### config.mk
export PLATFORM = sky130hd
export DESIGN_NAME = imm_encoder_flat
export DESIGN_NICKNAME = d
export VERILOG_FILES = /design/src/rtl/imm_enc_if.sv /design/src/rtl/imm_encoder.sv /design/src/flat_wrapper.sv
export SDC_FILE = /design/constraint.sdc
export NUM_CORES = 1
export LEC_CHECK = 0
export ABC_AREA = 1
export CAP_MARGIN = 20
export CORE_MARGIN = 1.5
export CORE_UTILIZATION = 35
export CTS_CLUSTER_SIZE = 8
export DETAILED_ROUTE_END_ITERATION = 16
export PLACE_DENSITY = 0.61
export SLEW_MARGIN = 15
export SYNTH_ARGS = -nofsm -noshare
export SYNTH_HDL_FRONTEND = slang
export SYNTH_SLANG_ARGS = --single-unit
### constraint.sdc
create_clock -name clk -period 4.2 [get_ports clk]
set_input_delay 0.84 -clock clk [delete_from_list [all_inputs] [get_ports clk]]
set_output_delay 0.84 -clock clk [all_outputs]
set_load 0.01 [all_outputs]
### src/rtl/imm_enc_if.sv
// Request/response bus of imm_encoder: valid/ready request in, valid/ready encoded word out.
// The master side drives requests and consumes results; the slave side is the encoder.
interface imm_enc_if;
  logic        in_valid;
  logic        in_ready;
  logic [2:0]  in_fmt;
  logic [31:0] in_base;
  logic [31:0] in_imm;
  logic [31:0] in_pc;
  logic        in_pcrel;
  logic        out_valid;
  logic        out_ready;
  logic [31:0] out_instr;
  logic        out_err;

  modport master (
    output in_valid, in_fmt, in_base, in_imm, in_pc, in_pcrel, out_ready,
    input  in_ready, out_valid, out_instr, out_err
  );

  modport slave (
    input  in_valid, in_fmt, in_base, in_imm, in_pc, in_pcrel, out_ready,
    output in_ready, out_valid, out_instr, out_err
  );
endinterface

### src/rtl/imm_encoder.sv
// RV32E immediate packer with range/alignment checking, followed by an output FIFO with registered head.
// Build option IMM_ENC_ALIGN4_EN: B/J offsets must also be 4-byte aligned.
module imm_encoder #(
  parameter int FIFO_DEPTH = 2,
  parameter int CNT_W      = 16
) (
  input  logic             clk,
  input  logic             rst_n,
  imm_enc_if.slave         bus,
  output logic [CNT_W-1:0] enc_count,
  output logic [CNT_W-1:0] err_count
);
  localparam int PTR_W = (FIFO_DEPTH > 1) ? $clog2(FIFO_DEPTH) : 1;
  localparam int OCC_W = $clog2(FIFO_DEPTH + 1);

  localparam logic [2:0] FMT_I = 3'd0;
  localparam logic [2:0] FMT_S = 3'd1;
  localparam logic [2:0] FMT_B = 3'd2;
  localparam logic [2:0] FMT_U = 3'd3;
  localparam logic [2:0] FMT_J = 3'd4;

`ifdef IMM_ENC_ALIGN4_EN
  localparam bit ALIGN4 = 1'b1;
`else
  localparam bit ALIGN4 = 1'b0;
`endif

  logic [31:0] off;
  logic [31:0] masked;
  logic [31:0] enc_instr;
  logic        enc_err;
  logic        range_ok;

  always_comb begin
    off       = bus.in_imm;
    masked    = bus.in_base;
    enc_instr = bus.in_base;
    range_ok  = 1'b0;
    if (bus.in_pcrel && (bus.in_fmt == FMT_B || bus.in_fmt == FMT_U || bus.in_fmt == FMT_J))
      off = bus.in_imm - bus.in_pc;
    case (bus.in_fmt)
      FMT_I: begin
        masked    = bus.in_base & 32'h000F_FFFF;
        range_ok  = (&off[31:11]) || !(|off[31:11]);
        enc_instr = masked | {off[11:0], 20'h0};
      end
      FMT_S: begin
        masked    = bus.in_base & 32'h01FF_F07F;
        range_ok  = (&off[31:11]) || !(|off[31:11]);
        enc_instr = masked | {off[11:5], 13'h0, off[4:0], 7'h0};
      end
      FMT_B: begin
        masked    = bus.in_base & 32'h01FF_F07F;
        range_ok  = ((&off[31:12]) || !(|off[31:12])) && !off[0] && !(ALIGN4 && off[1]);
        enc_instr = masked | {off[12], off[10:5], 13'h0, off[4:1], off[11], 7'h0};
      end
      FMT_U: begin
        masked    = bus.in_base & 32'h0000_0FFF;
        range_ok  = !(|off[11:0]);
        enc_instr = masked | {off[31:12], 12'h0};
      end
      FMT_J: begin
        masked    = bus.in_base & 32'h0000_0FFF;
        range_ok  = ((&off[31:20]) || !(|off[31:20])) && !off[0] && !(ALIGN4 && off[1]);
        enc_instr = masked | {off[20], off[10:1], off[11], off[19:12], 12'h0};
      end
      default: ;
    endcase
    // Illegal formats fall through with masked == in_base, so the word passes unmodified.
    enc_err = !range_ok;
    if (!range_ok)
      enc_instr = masked;
  end

  logic [31:0]      mem_instr [FIFO_DEPTH];
  logic             mem_err   [FIFO_DEPTH];
  logic [PTR_W-1:0] wr_ptr, rd_ptr, rd_next;
  logic [OCC_W-1:0] occ, occ_next;
  logic             push, pop, full;
  logic             head_load;
  logic [31:0]      head_instr;
  logic             head_err;

  function automatic logic [PTR_W-1:0] ptr_inc(input logic [PTR_W-1:0] p);
    return (p == PTR_W'(FIFO_DEPTH - 1)) ? '0 : p + 1'b1;
  endfunction

  assign full         = (occ == OCC_W'(FIFO_DEPTH));
  assign pop          = bus.out_valid && bus.out_ready;
  assign bus.in_ready = !full || pop;
  assign push         = bus.in_valid && bus.in_ready;

  always_comb begin
    rd_next    = pop ? ptr_inc(rd_ptr) : rd_ptr;
    occ_next   = occ;
    head_load  = 1'b0;
    head_instr = enc_instr;
    head_err   = enc_err;
    case ({push, pop})
      2'b10:   occ_next = occ + 1'b1;
      2'b01:   occ_next = occ - 1'b1;
      default: occ_next = occ;
    endcase
    // The next head is either a stored entry or, when that slot is being written now, the bypassed result.
    if (pop) begin
      head_load = (occ_next != '0);
      if (!(push && wr_ptr == rd_next)) begin
        head_instr = mem_instr[rd_next];
        head_err   = mem_err[rd_next];
      end
    end else if (occ == '0 && push) begin
      head_load = 1'b1;
    end
  end

  always_ff @(posedge clk) begin
    if (push) begin
      mem_instr[wr_ptr] <= enc_instr;
      mem_err[wr_ptr]   <= enc_err;
    end
  end

  always_ff @(posedge clk or negedge rst_n) begin
    if (!rst_n) begin
      wr_ptr        <= '0;
      rd_ptr        <= '0;
      occ           <= '0;
      bus.out_valid <= 1'b0;
      bus.out_instr <= '0;
      bus.out_err   <= 1'b0;
      enc_count     <= '0;
      err_count     <= '0;
    end else begin
      if (push)
        wr_ptr <= ptr_inc(wr_ptr);
      rd_ptr        <= rd_next;
      occ           <= occ_next;
      bus.out_valid <= (occ_next != '0);
      if (head_load) begin
        bus.out_instr <= head_instr;
        bus.out_err   <= head_err;
      end
      if (pop) begin
        if (bus.out_err) begin
          if (err_count != '1)
            err_count <= err_count + 1'b1;
        end else if (enc_count != '1) begin
          enc_count <= enc_count + 1'b1;
        end
      end
    end
  end
endmodule

### src/flat_wrapper.sv
// flat-port wrapper written by rule: the top's interface ports become plain ports
module imm_encoder_flat 
#(
  parameter int FIFO_DEPTH = 2,
  parameter int CNT_W      = 16
)
  (clk, rst_n, enc_count, err_count, bus_in_valid, bus_in_fmt, bus_in_base, bus_in_imm, bus_in_pc, bus_in_pcrel, bus_out_ready, bus_in_ready, bus_out_valid, bus_out_instr, bus_out_err);
  imm_enc_if bus_i ();
  input  logic clk;
  input  logic rst_n;
  output logic [CNT_W-1:0] enc_count;
  output logic [CNT_W-1:0] err_count;
  input wire logic [$bits(bus_i.in_valid)-1:0] bus_in_valid;
  input wire logic [$bits(bus_i.in_fmt)-1:0] bus_in_fmt;
  input wire logic [$bits(bus_i.in_base)-1:0] bus_in_base;
  input wire logic [$bits(bus_i.in_imm)-1:0] bus_in_imm;
  input wire logic [$bits(bus_i.in_pc)-1:0] bus_in_pc;
  input wire logic [$bits(bus_i.in_pcrel)-1:0] bus_in_pcrel;
  input wire logic [$bits(bus_i.out_ready)-1:0] bus_out_ready;
  output wire logic [$bits(bus_i.in_ready)-1:0] bus_in_ready;
  output wire logic [$bits(bus_i.out_valid)-1:0] bus_out_valid;
  output wire logic [$bits(bus_i.out_instr)-1:0] bus_out_instr;
  output wire logic [$bits(bus_i.out_err)-1:0] bus_out_err;
  assign bus_i.in_valid = bus_in_valid;
  assign bus_i.in_fmt = bus_in_fmt;
  assign bus_i.in_base = bus_in_base;
  assign bus_i.in_imm = bus_in_imm;
  assign bus_i.in_pc = bus_in_pc;
  assign bus_i.in_pcrel = bus_in_pcrel;
  assign bus_i.out_ready = bus_out_ready;
  assign bus_in_ready = bus_i.in_ready;
  assign bus_out_valid = bus_i.out_valid;
  assign bus_out_instr = bus_i.out_instr;
  assign bus_out_err = bus_i.out_err;
  imm_encoder #(.FIFO_DEPTH(FIFO_DEPTH), .CNT_W(CNT_W)) u_core (.clk(clk), .rst_n(rst_n), .bus(bus_i), .enc_count(enc_count), .err_count(err_count));
endmodule
==> results_dict.tcl <==
set metrics [dict create \
    rsz_0062_raised_after_global_routing "no" \
    start_util_pct 35.7 \
    synthesis.area_um2 9660 \
    grt_antenna_before_repair 0 \
    cellPowerDensity_nw_per_um2 476 \
    number_of_sinks_on_the_clock_net 136 \
    yosysSeqAreaShare_pct 38.7 \
    grt_start_max_net_pins 71 \
    finalSetupViolCount 0 \
    final_layout_size_suffix_gt1_share_pct 8.33 \
    power.ir.vdd_worst_mv 0.282 \
    post_synth_most_frequent_cells "nand2_1 (507), inv_1 (196), nor2_1 (114)" \
    detailed_place_hpwl_mm 22.4 \
    required_ns 4.54 \
    placedCellCount 1930 \
    syn-instance-count 1403 \
    top_cells_by_area_synth "edfxtp_1 (21%), nand2_1 (20%), dfrtp_1 (18%)" \
    fp.dieH_um 169 \
    drv.max_cap_violation_count 0 \
    cp_common_cell "nand2_1" \
    synth.most_common_cell "nand2_1" \
    wl_mm 28.6 \
    criticalPathCategory "input port to register" \
    timing.critical_path.from_type "input port" \
    first_iter_violations 558 \
    drv_slew 0 \
    total_power_uw 6050 \
    drcViolationCount 0 \
    dominantRegCellSynth "dfrtp_1" \
    cp-endpoint "u_core.bus.out_instr[29]$_DFFE_PN0P_" \
    crit_slowest_cell "clkdlybuf4s50_1" \
    first_pass_grt_wire_length_mm 45.5 \
    drt.antenna.violating_nets 0 \
    worst_setup_path_end_kind "register" \
    final_cell_area_um2 12700 \
    worst_path_largest_cell_delay_ns 0.48 \
    fin_worst_skew_ns 0.0100 \
    synth.yosys.warnings 0 \
    post_cts_resized 0 \
    unique_cell_type_count_in_the_yosys_netlist 49 \
    fin_cells 1962 \
    syn_area_per_cell_um2 6.88 \
    rows 60 \
    detailedPlace.worstSlack_ns -0.0165 \
    cp_data_arrival_time_ns 4.15 \
    worst_skew_pair.late_latency_ns 0.41 \
    design.final.nets 1747 \
    worstReg2RegEnd "u_core.bus.out_instr[18]$_DFFE_PN0P_" \
    antenna_fix_cells 0 \
    clock_slew_at_the_register_clock_pins_of_the_worst_setup_and_hold_paths_ns 0.06 \
    port-buffer-count 170 \
    synthArstFlopShare_pct 51.5 \
    synth_enable_flop_cells 66 \
    root_buffer "clkbuf_16" \
    max-clock-path-buffers 2 \
    die_area_um2 28600 \
    numCtsBuffers 17 \
    number_of_detailed_routing_iterations_run_before_antenna_repair 6 \
    critPathMaxFanout 9 \
    tritoncts_clock_tree "done" \
    cts_setup_buffers 0 \
    hold_class "register to register" \
    number_of_buffers_inserted_by_hold_repair_at_cts 0 \
    gpl.final_weighted_congestion 0.918 \
    detailroute.via_count 9391 \
    detailed_place.area_um2 12100 \
    avgRoutedWirePerCell_um 14.6 \
    vias_per_cell 4.79 \
    finalHoldViolCount 0 \
    ys_ff_latch 136 \
    io-pin-count 171 \
    grt_overflow 0 \
    leakagePower_uw 0.00639 \
    layout.filler_cells 2742 \
    period_minus_slack_ns 3.80 \
    timing.reg2reg.worst_path_depth 15 \
    die-width_um 169 \
    cts.htree.levels 4 \
    reg2reg_from "u_core.bus.out_valid$_DFF_PN0_" \
    final.period_utilization_pct 90.5 \
    core_um2 27000 \
    first_global_vias 8901 \
    synth_top_area_share_pct 20.5 \
    reg_to_reg_slack_setup_ns 1.34 \
    synth.largest_area_cell "edfxtp_1" \
    slew_headroom_pct 35.9 \
    timing.critical_path.from "bus_in_imm[0]" \
    status "complete, no violations" \
    tightest_slew_ns 0.961 \
    area_growth_syn_to_layout_pct 31.4 \
    max_freq_mhz 263 \
    globalRouteTotalUtil_pct 20.2 \
    syn_nets 1542 \
    setup_ws_ns 0.399 \
]
## per-stage QoR
stage | TNS, ns | hold WS [ns] | util (%)
2_1_floorplan | 0 | 0.485 | -
5_1_grt | 0 | 0.495 | 47.0
3_3_place_gp | 0 | 0.461 | 44.8
6_report | 0 | 0.475 | 47.0
4_1_cts | 0 | 0.480 | 47.0
3_5_place_dp | -0.112 | 0.464 | 44.8
## cell families (layout without fill, tap and decap cells)
group           after synthesis  after routing  synth area share [%]
simple gates                796            796                  34.3
buf+inv                     247            465                  9.99
compound gates              147            147                  8.56
flops                       136            136                  38.7
xor+xnor                     41             41                  3.72
fa+ha+maj                    35             35                  4.61
mux                           1              1                 0.117
## routing by layer
layer / GRT usage, % / vias up / wire length (um)
met5: 0 / - / 0
met4: 6.43 / 0 / 505
met3: 2.90 / 28 / 1260
met2: 34.4 / 249 / 13600
met1: 26.6 / 4255 / 13300
li1: - / 4859 / -
## registers in the layout, indices dropped and copies added, names as in the netlist
name                  flops
u_core.mem_err            2
u_core.mem_instr         64
u_core.bus.out_err        1
u_core.err_count         16
u_core.wr_ptr             1
u_core.bus.out_instr     32
u_core.bus.out_valid      1
u_core.rd_ptr             1
u_core.occ                2
u_core.enc_count         16
## layout by cell type, fill, tap and decap left out, drive strengths merged, types with 21 or more instances in the layout
cell / Yosys / layout
ha: 34 / 34
dfrtp: 70 / 70
o21ai: 35 / 35
edfxtp: 66 / 66
buf: 12 / 55
nand2: 530 / 530
inv: 203 / 208
nand3: 94 / 94
nor2: 116 / 116
a21oi: 82 / 82
clkdlybuf4s50: 0 / 169
xnor2: 22 / 22
clkbuf: 26 / 21
## worst max-delay path, delay by kind of cell
| family | cells | cell delay [ns] |
|---|---|---|
| buffers and inverters | 4 | 0.80 |
| adder cells (fa/ha/maj) | 2 | 0.61 |
| AND/OR/NAND/NOR | 24 | 1.88 |
## area by class of cell
| cell class | count | area, um^2 | share of cell area [%] |
|---|---|---|---|
| multi-input combinational | 1020 | 4970 | 39.1 |
| sequential | 136 | 3730 | 29.4 |
| timing repair buffer | 224 | 2200 | 17.4 |
| inverter | 209 | 785 | 6.18 |
| clock buffer | 21 | 493 | 3.88 |
| tap | 341 | 427 | 3.36 |
| clock inverter | 11 | 82.6 | 0.651 |
## power breakdown
part	leakage, uW	switching [uW]	total [uW]	internal, uW
combinational	0.00461	1500	2590	1100
sequential	0.00149	212	2030	1820
clock	0.000289	576	1420	849
total	0.00639	2280	6050	3760
## how the worst min path moves through the flow
stage	from	end	slack [ns]	cells past startpoint
3_3_place_gp	u_core.bus.out_instr[5]$_DFFE_PN0P_	u_core.bus.out_instr[5]$_DFFE_PN0P_	0.46	2
4_1_cts	u_core.bus.out_instr[4]$_DFFE_PN0P_	u_core.bus.out_instr[4]$_DFFE_PN0P_	0.48	2
3_5_place_dp	u_core.bus.out_instr[4]$_DFFE_PN0P_	u_core.bus.out_instr[4]$_DFFE_PN0P_	0.46	2
5_1_grt	u_core.bus.out_instr[4]$_DFFE_PN0P_	u_core.bus.out_instr[4]$_DFFE_PN0P_	0.49	2
2_1_floorplan	u_core.wr_ptr$_DFFE_PN0P_	u_core.wr_ptr$_DFFE_PN0P_	0.48	2
6_report	u_core.bus.out_instr[0]$_DFFE_PN0P_	u_core.bus.out_instr[0]$_DFFE_PN0P_	0.47	2
Note: power is estimated with default switching activity, not from simulation.
